### config.mk
export PLATFORM = sky130hd
export DESIGN_NAME = uart_tx
export DESIGN_NICKNAME = d
export VERILOG_FILES = /design/src/rtl/uart_tx.sv
export SDC_FILE = /design/constraint.sdc
export NUM_CORES = 1
export LEC_CHECK = 0
export BUFFER_PORTS_ARGS = -buffer_cell sky130_fd_sc_hd__buf_2
export CAP_MARGIN = 20
export CORE_AREA = 2 2 139 141
export DETAILED_ROUTE_END_ITERATION = 10
export DIE_AREA = 0 0 141 143
export PLACE_DENSITY = 0.82
export SLEW_MARGIN = 20
export SYNTH_ARGS = -nofsm -noshare
export SYNTH_HDL_FRONTEND = slang
export SYNTH_SLANG_ARGS = --single-unit
### constraint.sdc
create_clock -name clock -period 3.9 [get_ports clock]
set_input_delay 0 -clock clock [delete_from_list [all_inputs] [get_ports clock]]
set_output_delay 0 -clock clock [all_outputs]
set_load 0.05 [all_outputs]
### src/rtl/uart_tx.sv
// uart_tx: memory-mapped 8N1 UART transmitter with a TX FIFO.
//
// Software pushes bytes through TXDATA. They are queued in a FIFO and sent LSB
// first, at a programmable number of clock cycles per bit.
//
// Ports:
//   clock       in   system clock, rising edge
//   reset       in   synchronous active-high reset
//   uart_valid  in   request strobe, one cycle per request
//   uart_instr  in   fetch flag; every access is treated as a data access
//   uart_addr   in   byte offset; bits [3:2] select the register
//   uart_wdata  in   write data
//   uart_wstrb  in   byte write strobes; all zero means a read
//   uart_rdata  out  read data; non-zero only while uart_ready is high
//   uart_ready  out  one-cycle acknowledge, one cycle after the request
//   uart_txd    out  serial line (idle high), driven from a flop
//
// Register map (uart_addr[3:2]):
//   0 TXDATA  W   wstrb[0] pushes wdata[7:0]; reads return 0
//   1 STATUS  R   {count[15:8], overflow[3], busy[2], empty[1], full[0]};
//                 any write clears overflow
//   2 DIV     RW  cycles per bit, byte-lane writable; 0 is treated as 1
//   3 -       reserved; reads return 0, writes are ignored
//
// state  | meaning
// IDLE   | line high, waiting for a queued byte
// START  | start bit (low) for bit_div cycles
// DATA   | 8 data bits, LSB first, bit_div cycles each
// STOP   | stop bit (high) for bit_div cycles; chains straight into the next frame
module uart_tx #(
    parameter int CLK_DIV    = 868,
    parameter int FIFO_DEPTH = 8
) (
    input  logic        clock,
    input  logic        reset,
    input  logic        uart_valid,
    input  logic        uart_instr,
    input  logic [31:0] uart_addr,
    input  logic [31:0] uart_wdata,
    input  logic [3:0]  uart_wstrb,
    output logic [31:0] uart_rdata,
    output logic        uart_ready,
    output logic        uart_txd
);

    localparam int AW = $clog2(FIFO_DEPTH);
    localparam int CW = AW + 1;

    typedef enum logic [1:0] {ST_IDLE, ST_START, ST_DATA, ST_STOP} state_t;

    state_t        r_state, w_state_nxt;
    logic [7:0]    r_fifo [FIFO_DEPTH];
    logic [AW-1:0] r_wr_ptr, r_rd_ptr;
    logic [CW-1:0] r_count;
    logic          r_ovf;
    logic [31:0]   r_div;
    logic [31:0]   r_bit_div, w_bit_div_nxt;
    logic [31:0]   r_bit_cnt, w_bit_cnt_nxt;
    logic [2:0]    r_bit_idx, w_bit_idx_nxt;
    logic [7:0]    r_shift, w_shift_nxt;
    logic          r_txd, w_txd_nxt;
    logic          r_ready;
    logic [31:0]   r_rdata;

    logic [1:0]    w_sel;
    logic          w_wr, w_rd, w_full, w_empty, w_busy;
    logic          w_stop_done, w_pop, w_push_req, w_push;
    logic [31:0]   w_status, w_rd_val, w_load_div;
    logic          w_unused;

    assign w_unused = ^{uart_instr, uart_addr[31:4], uart_addr[1:0]};

    assign w_sel       = uart_addr[3:2];
    assign w_wr        = uart_valid && (uart_wstrb != 4'd0);
    assign w_rd        = uart_valid && (uart_wstrb == 4'd0);
    assign w_full      = (r_count == CW'(FIFO_DEPTH));
    assign w_empty     = (r_count == '0);
    assign w_busy      = (r_state != ST_IDLE);
    assign w_stop_done = (r_state == ST_STOP) && (r_bit_cnt == '0);
    // The last stop cycle may pop directly so consecutive frames have no idle gap.
    assign w_pop       = !w_empty && ((r_state == ST_IDLE) || w_stop_done);
    assign w_push_req  = w_wr && (w_sel == 2'd0) && uart_wstrb[0];
    // A simultaneous pop frees a slot, so a push into a full FIFO still lands.
    assign w_push      = w_push_req && (!w_full || w_pop);
    assign w_load_div  = (r_div == '0) ? 32'd1 : r_div;
    assign w_status    = {16'd0, 8'(r_count), 4'd0, r_ovf, w_busy, w_empty, w_full};

    always_comb begin
        w_rd_val = '0;
        case (w_sel)
            2'd1:    w_rd_val = w_status;
            2'd2:    w_rd_val = r_div;
            default: w_rd_val = '0;
        endcase
    end

    always_comb begin
        w_state_nxt   = r_state;
        w_bit_cnt_nxt = r_bit_cnt;
        w_bit_idx_nxt = r_bit_idx;
        w_shift_nxt   = r_shift;
        w_bit_div_nxt = r_bit_div;
        w_txd_nxt     = 1'b1;
        case (r_state)
            ST_IDLE: begin
                if (w_pop) begin
                    w_state_nxt   = ST_START;
                    w_shift_nxt   = r_fifo[r_rd_ptr];
                    w_bit_div_nxt = w_load_div;
                    w_bit_cnt_nxt = w_load_div - 32'd1;
                    w_txd_nxt     = 1'b0;
                end
            end
            ST_START: begin
                w_txd_nxt = 1'b0;
                if (r_bit_cnt == '0) begin
                    w_state_nxt   = ST_DATA;
                    w_bit_cnt_nxt = r_bit_div - 32'd1;
                    w_bit_idx_nxt = 3'd0;
                    w_txd_nxt     = r_shift[0];
                end else begin
                    w_bit_cnt_nxt = r_bit_cnt - 32'd1;
                end
            end
            ST_DATA: begin
                w_txd_nxt = r_shift[0];
                if (r_bit_cnt == '0) begin
                    w_bit_cnt_nxt = r_bit_div - 32'd1;
                    if (r_bit_idx == 3'd7) begin
                        w_state_nxt = ST_STOP;
                        w_txd_nxt   = 1'b1;
                    end else begin
                        w_shift_nxt   = {1'b0, r_shift[7:1]};
                        w_bit_idx_nxt = r_bit_idx + 3'd1;
                        w_txd_nxt     = r_shift[1];
                    end
                end else begin
                    w_bit_cnt_nxt = r_bit_cnt - 32'd1;
                end
            end
            ST_STOP: begin
                if (r_bit_cnt == '0) begin
                    if (w_pop) begin
                        w_state_nxt   = ST_START;
                        w_shift_nxt   = r_fifo[r_rd_ptr];
                        w_bit_div_nxt = w_load_div;
                        w_bit_cnt_nxt = w_load_div - 32'd1;
                        w_txd_nxt     = 1'b0;
                    end else begin
                        w_state_nxt = ST_IDLE;
                    end
                end else begin
                    w_bit_cnt_nxt = r_bit_cnt - 32'd1;
                end
            end
            default: w_state_nxt = ST_IDLE;
        endcase
    end

    always_ff @(posedge clock) begin
        if (reset) begin
            r_state   <= ST_IDLE;
            r_wr_ptr  <= '0;
            r_rd_ptr  <= '0;
            r_count   <= '0;
            r_ovf     <= 1'b0;
            r_div     <= 32'(CLK_DIV);
            r_bit_div <= 32'd1;
            r_bit_cnt <= '0;
            r_bit_idx <= '0;
            r_shift   <= '0;
            r_txd     <= 1'b1;
            r_ready   <= 1'b0;
            r_rdata   <= '0;
        end else begin
            r_state   <= w_state_nxt;
            r_bit_div <= w_bit_div_nxt;
            r_bit_cnt <= w_bit_cnt_nxt;
            r_bit_idx <= w_bit_idx_nxt;
            r_shift   <= w_shift_nxt;
            r_txd     <= w_txd_nxt;
            r_ready   <= uart_valid;
            r_rdata   <= w_rd ? w_rd_val : 32'd0;

            if (w_push) begin
                r_fifo[r_wr_ptr] <= uart_wdata[7:0];
                r_wr_ptr         <= r_wr_ptr + AW'(1);
            end
            if (w_pop) begin
                r_rd_ptr <= r_rd_ptr + AW'(1);
            end
            case ({w_push, w_pop})
                2'b10:   r_count <= r_count + CW'(1);
                2'b01:   r_count <= r_count - CW'(1);
                default: r_count <= r_count;
            endcase

            if (w_push_req && !w_push) begin
                r_ovf <= 1'b1;
            end else if (w_wr && (w_sel == 2'd1)) begin
                r_ovf <= 1'b0;
            end

            if (w_wr && (w_sel == 2'd2)) begin
                for (int i = 0; i < 4; i++) begin
                    if (uart_wstrb[i]) begin
                        r_div[8*i +: 8] <= uart_wdata[8*i +: 8];
                    end
                end
            end
        end
    end

    assign uart_txd   = r_txd;
    assign uart_ready = r_ready;
    assign uart_rdata = r_rdata;

endmodule

Word-level counts from Yosys, hierarchy flattened
Memories as Yosys holds them, arrays and structs flattened. A register that Yosys moved wholly into a read port is not among the register bits.
Index checks and enable logic that the tools add are counted.
{"block": "word_totals", "register_bits": 154, "input_bits": 72, "n_memories": 1, "wordCells": 118, "out_inout_bits": 34, "ramBits": 64}
{"block": "op_classes", "n_bitwise": 1, "n_eq_ne": 15, "addsub": 8, "muxes": 39, "reduce_logical": 38}
{"memory": "r_fifo", "words": 8, "width": 8, "read_ports": 1, "rd_clocked_by_memory_dff": 1, "wr": 1, "line": "52", "rtl": "logic [7:0] r_fifo [FIFO_DEPTH];"}
{"op": "$mux 32", "count": 6}
{"op": "$pmux 32 s2", "count": 2}
{"op": "$pmux 32 s3", "count": 1}
{"op": "$sub 32x1->32 const B", "count": 3}
{"op": "$logic_not 32->1", "count": 2}
{"op": "$mux 8", "count": 4}
{"op": "$pmux 8 s3", "count": 1}
{"op": "$mux 3", "count": 5}
{"op": "$mux 1", "count": 11}
{"op": "$logic_and 1x1->1", "count": 10}
{"op": "$mux 2", "count": 5}
{"op": "$ne 2x2->1 const B", "count": 5}
{"op": "$reduce_and 2->1", "count": 5}
{"op": "$reduce_bool 2->1", "count": 5}
{"op": "$add 3x1->3 const B", "count": 3}
{"op": "$eq 2x2->1 const B", "count": 4}
{"op": "$logic_not 4->1", "count": 2}
{"op": "$pmux 2 s4", "count": 1}
{"op": "$pmux 4 s2", "count": 1}
{"op": "$reduce_and 4->1", "count": 2}
{"op": "$eq 2x1->1 const B", "count": 3}
{"op": "$pmux 3 s2", "count": 1}
{"op": "$reduce_and 5->1", "count": 1}
{"op": "$add 4x1->4 const B", "count": 1}
{"op": "12 further kinds", "count": 17}

Longest topological paths before layout
{"block": "logic_depth", "depth_word": 9, "ltp_mapped": 16, "ltp_nobuf": 14}

Least setup slack after synthesis
No wires, ideal clock.
{"block": "synth_path", "path_kind": "reg2reg", "start": "reg r_bit_cnt[0]", "end": "reg r_count[3]", "synth_period_minus_slack_ns": 3.402, "slack_ns": 0.498, "path_buffers": 2, "required_time_ns": 3.829, "setup_ns": 0.071, "arrival_ns": 3.332, "stages_incl_launch_ff": 17, "cell_sequence": "dfxtp_1 inv_1 ha_1 nor4b_4 and3_1 clkbuf_1 a41oi_2 or2_1 clkinv_1 buf_6 ha_1 ha_1 a21o_1 a21oi_1 xnor2_1 or3_1 a21oi_1"}
{"block": "synth_via", "elab_chain_len": 8, "word_cells_on_any_way": 10, "classes_between": "eq/ne (2); mux (1); reduce/logical (7)"}
{"element": "start: declaration", "line": "58", "rtl": "logic [31:0] r_bit_cnt, w_bit_cnt_nxt;"}
{"element": "start signal: assignment", "line": "178", "rtl": "r_bit_cnt <= w_bit_cnt_nxt;"}
{"element": "$logic_not 32->1 (*)", "line": "79", "rtl": "assign w_stop_done = (r_state == ST_STOP) && (r_bit_cnt == '0);"}
{"element": "$logic_and 1x1->1 (*)", "line": "79"}
{"element": "$logic_or 1x1->1 (*)", "line": "81", "rtl": "assign w_pop = !w_empty && ((r_state == ST_IDLE) || w_stop_done);"}
{"element": "$logic_and 1x1->1 (*)", "line": "81"}
{"element": "via w_pop", "line": "67", "rtl": "logic w_stop_done, w_pop, w_push_req, w_push;"}
{"element": "$logic_or 1x1->1", "line": "84", "rtl": "assign w_push = w_push_req && (!w_full || w_pop);"}
{"element": "$logic_and 1x1->1", "line": "84"}
{"element": "$eq 2x1->1 / $eq 2x2->1 (equally long branches)", "line": "192", "rtl": "case ({w_push, w_pop})"}
{"element": "$pmux 4 s2 / $reduce_bool 2->1 (equally long branches)"}
{"element": "end signal: assignment", "line": "193", "rtl": "2'b10: r_count <= r_count + CW'(1);"}
{"element": "end signal: assignment", "line": "194", "rtl": "2'b01: r_count <= r_count - CW'(1);"}
{"element": "end signal: assignment", "line": "195", "rtl": "default: r_count <= r_count;"}
{"element": "end: declaration", "line": "54", "rtl": "logic [CW-1:0] r_count;"}
The timed path passes the listed nets; every way through them passes the cells marked *.
A chain may end at the register's enable or synchronous reset.

Worst setup path after layout
{"block": "layout_path", "start": "reg r_bit_cnt[23]", "end": "reg r_count[3]"}
{"block": "layout_via", "elab_chain_len": 8, "word_cells_on_any_way": 10, "classes_between": "eq/ne (2); mux (1); reduce/logical (7)"}
{"element": "$logic_not 32->1 (*)", "line": "79"}
{"element": "$logic_and 1x1->1 (*)", "line": "79"}
{"element": "$logic_or 1x1->1 (*)", "line": "81"}
{"element": "$logic_and 1x1->1 (*)", "line": "81"}
{"element": "$logic_or 1x1->1", "line": "84"}
{"element": "$logic_and 1x1->1", "line": "84"}
{"element": "$eq 2x1->1 / $eq 2x2->1 (equally long branches)", "line": "192"}
{"element": "$pmux 4 s2 / $reduce_bool 2->1 (equally long branches)"}
Every way passes the cells marked *; elsewhere a longest branch is shown, timed or not.

==> impl_metrics.env <==
export IMPL_fin_crit_ps=3650
export IMPL_hold_viol=0
export IMPL_dr_first_iter_drc_count=1477
export IMPL_numPortBuffers=74
export IMPL_maxSlewViolCount=0
export IMPL_clock_latency_ps=510
export IMPL_syn_to_final_growth_pct=16.4
export IMPL_ys_warn_count=0
export IMPL_internal_power_mw=5.69
export IMPL_skew_ps=8.81
export IMPL_via_count=9467
export IMPL_fill_cells=1204
export IMPL_worstPathMaxFanout=7
export IMPL_die_y_um=143
export IMPL_crit_chain="or4_1, nor3_4, nand4_1, a21oi_2, inv_1, ha_1, ha_1, a21o_1, a21oi_1, xnor2_1, or3_1, a21oi_1"
export IMPL_worstSetupStartpointType="flop"
export IMPL_start_util_pct=59.2
export IMPL_total_power_mw=9.61
export IMPL_fp_row_count=50
export IMPL_seq_area_um2=5060
export IMPL_cts_sinks=221
export IMPL_clockPowerShare_pct=24.4
export IMPL_synth_ff_type="dfxtp_1"
export IMPL_routed_wl_mm=30.7
export IMPL_p_seq_share_pct=31.0
export IMPL_min_path_type="primary input to flop"
export IMPL_critical_path_slowest_cell="or4_1"
export IMPL_cts_root_buf="clkbuf_16"
export IMPL_cts_buffer_depth=3
export IMPL_post_cts_resize_count=0
export IMPL_vdd_drop_max_mv=0.593
export IMPL_postCtsSetupBuffers=0
export IMPL_routabilityCongestion=0.952
export IMPL_max_cap_violations=0
export IMPL_die_area_um2=20200
export IMPL_drcViolationCount=0
export IMPL_critPathMaxStageDelay_ps=690
export IMPL_finalSetupTns_ps=0
export IMPL_vias_per_cell=6.47
export IMPL_power_switching_mw=3.92
export IMPL_p_leak_nw=5.14
export IMPL_multi_input_area_um2=5550
export IMPL_finalCritPeriodShare_pct=93.6
export IMPL_synth_seq_cells=221
export IMPL_async_flop_share_pct=0
export IMPL_p_sw_share_pct=40.8
export IMPL_grt_first_pass_wirelength_mm=48.5
export IMPL_grt_pass1_vias=9012
export IMPL_grt_ovfl_total=0
export IMPL_ys_types=77
export IMPL_status="completed"
export IMPL_synthesis_area_um2=11000
export IMPL_core_um2=18600
export IMPL_worst_pin_slew_ps=1090
export IMPL_path_clk_slew_ps=60
export IMPL_rsz0062_at_grt="false"
export IMPL_finalSetupViolations=0
export IMPL_cts_tree="done"
export IMPL_worstPathRequired_ps=4340
export IMPL_syn_num_nets=1200
export IMPL_grt_use_total_pct=30.3
export IMPL_seq_area_frac_synth_pct=46.0
export IMPL_synth_edf_count=64
export IMPL_powerDensity_nw_per_um2=751
export IMPL_place_ws_ps=374
export IMPL_crit_family="simple AND/OR/NAND/NOR gates"
export IMPL_layout_drive_gt1_share_pct=15.2
export IMPL_fin_util_pct=68.9
export IMPL_grt_max_degree=60
export IMPL_cts_buffers=22
export IMPL_postSynthCellCount=1110
export IMPL_critPathBufInv=1
export IMPL_nNetsFinal=1301
export IMPL_slew_headroom_pct=26.5
export IMPL_pwr_share_comb_pct=44.6
export IMPL_fmax_ghz=0.274
export IMPL_antenna_found_initial=2
export IMPL_endpoint_kind="flop"
export IMPL_io_pins=106
export IMPL_first_pass_iters=6
export IMPL_worstSetupPathType="flop to flop"
export IMPL_arrival_ps=4090
export IMPL_wire_per_inst_um=21.0
export IMPL_hpwlAfterDp_mm=19.8
export IMPL_synth_area_per_cell_um2=9.91
export IMPL_h_tree_depth=1
export IMPL_die_w_um=141
export IMPL_whs_ps=21.4
export IMPL_setup_ws_ps=250
export IMPL_antenna_left=0
-- power groups by stage --
stage	logic (mW)	registers, mW	clock network (mW)
2_1_floorplan	3.29	2.85	0
4_1_cts	4.16	2.96	2.34
5_1_grt	4.59	3.01	2.43
3_5_place_dp	4.08	3.01	0
3_3_place_gp	3.99	2.99	0
6_report	4.29	2.98	2.35
-- metrics by stage --
| stage | cell area [µm²] | instances |
|---|---|---|
| 6_report | 12800 | 1463 |
| 5_1_grt | 12800 | 1461 |
| 4_1_cts | 12800 | 1461 |
| 3_5_place_dp | 11600 | 1380 |
| 3_3_place_gp | 11600 | 1380 |
| 2_1_floorplan | 11000 | 1110 |
-- cells in the mapped netlist, types with 19 or more instances --
cell type / instances / share of area, %
clkbuf_1: 48 / 1.6
dfxtp_1: 157 / 29
nand3_1: 24 / 1.1
mux2i_1: 75 / 6.8
inv_1: 19 / 0.65
nor4_1: 33 / 1.9
a21oi_1: 38 / 1.7
nand2_1: 83 / 2.8
nor2_1: 125 / 4.3
xor2_1: 39 / 3.1
o21ai_0: 42 / 1.9
nor3_1: 40 / 1.8
edfxtp_1: 64 / 17
and2_1: 25 / 1.4
xnor2_1: 34 / 2.7
-- tightest hold or removal path: cells and delay by family --
family                 cells  cell delay [ps]
AOI/OAI and AO/OA          1               80
buffers and inverters      2              210
and+or+nand+nor            2              200
-- cell usage in the layout (no fill, tap or decap), drive strengths merged, types with 14 or more instances in the layout --
master / Yosys / routed
a21oi: 40 / 40
and2: 25 / 25
buf: 22 / 106
clkbuf: 48 / 27
dfxtp: 157 / 157
dlygate4sd3: 0 / 41
edfxtp: 64 / 64
ha: 17 / 17
inv: 19 / 20
mux2i: 75 / 75
mux4: 16 / 16
nand2: 83 / 83
nand3: 26 / 26
nand4: 14 / 14
nor2: 125 / 125
nor3: 42 / 42
nor4: 36 / 36
o21ai: 42 / 42
or3: 18 / 18
or4: 18 / 18
xnor2: 34 / 34
xor2: 39 / 39
-- logic make-up (layout without fill, tap and decap cells) --
kind of cell             after synthesis  after routing  share of synthesized area, %
XOR/XNOR                              73             73                          5.81
AO/OA/AOI/OAI                        180            180                          11.2
other                                  0              2                             0
buffers and inverters                 90            207                          3.62
adder cells (fa/ha/maj)               18             18                          2.11
AND/OR/NAND/NOR                      432            432                          20.7
flip-flops                           221            221                          46.0
multiplexers                          96             96                          10.6
-- state kept, by name (all words and copies together) (netlist names), named ones only --
name and flops:
r_state 2, r_bit_cnt 32, r_wr_ptr 3, uart_rdata 32, r_rd_ptr 3, r_fifo 64
uart_ready 1, r_ovf 1, r_bit_div 32, r_bit_idx 3, r_div 32, uart_txd 1
r_count 4, r_shift 8
-- worst paths after layout --
check | startpoint | endpoint | cells past startpoint | slack (ps)
setup / recovery | r_bit_cnt[23] | r_count[3] | 12 | 250
hold / removal | uart_wstrb[0] | r_ovf | 5 | 20
setup reg to reg | r_bit_cnt[23] | r_count[3] | 12 | 250
hold reg to reg | r_bit_idx[2] | r_bit_idx[2] | 1 | 490
-- routing by layer --
metal	routed length (µm)	part of all wire, %	track usage, %
met1	12400	40	41.6
met2	13900	45	48.2
met3	3220	10	5.53
met4	1160	3.8	11.6
met5	0	0	0
-- final cells by class --
| type | count | share of cell area [%] |
|---|---|---|
| Multi-Input combinational cell | 799 | 43.3 |
| Sequential cell | 221 | 39.6 |
| Timing Repair Buffer | 147 | 7.99 |
| Clock buffer | 27 | 4.69 |
| Tap cell | 234 | 2.29 |
| Clock inverter | 13 | 1.53 |
| Inverter | 20 | 0.586 |
| Antenna cell | 2 | 0.0391 |
-- what timing repair did --
action	in CTS	in global routing
endpoints found under the setup margin	0	0
hold buffers	41	0
endpoints found under the hold margin	113	0
Note: power is estimated with default switching activity, not from simulation.
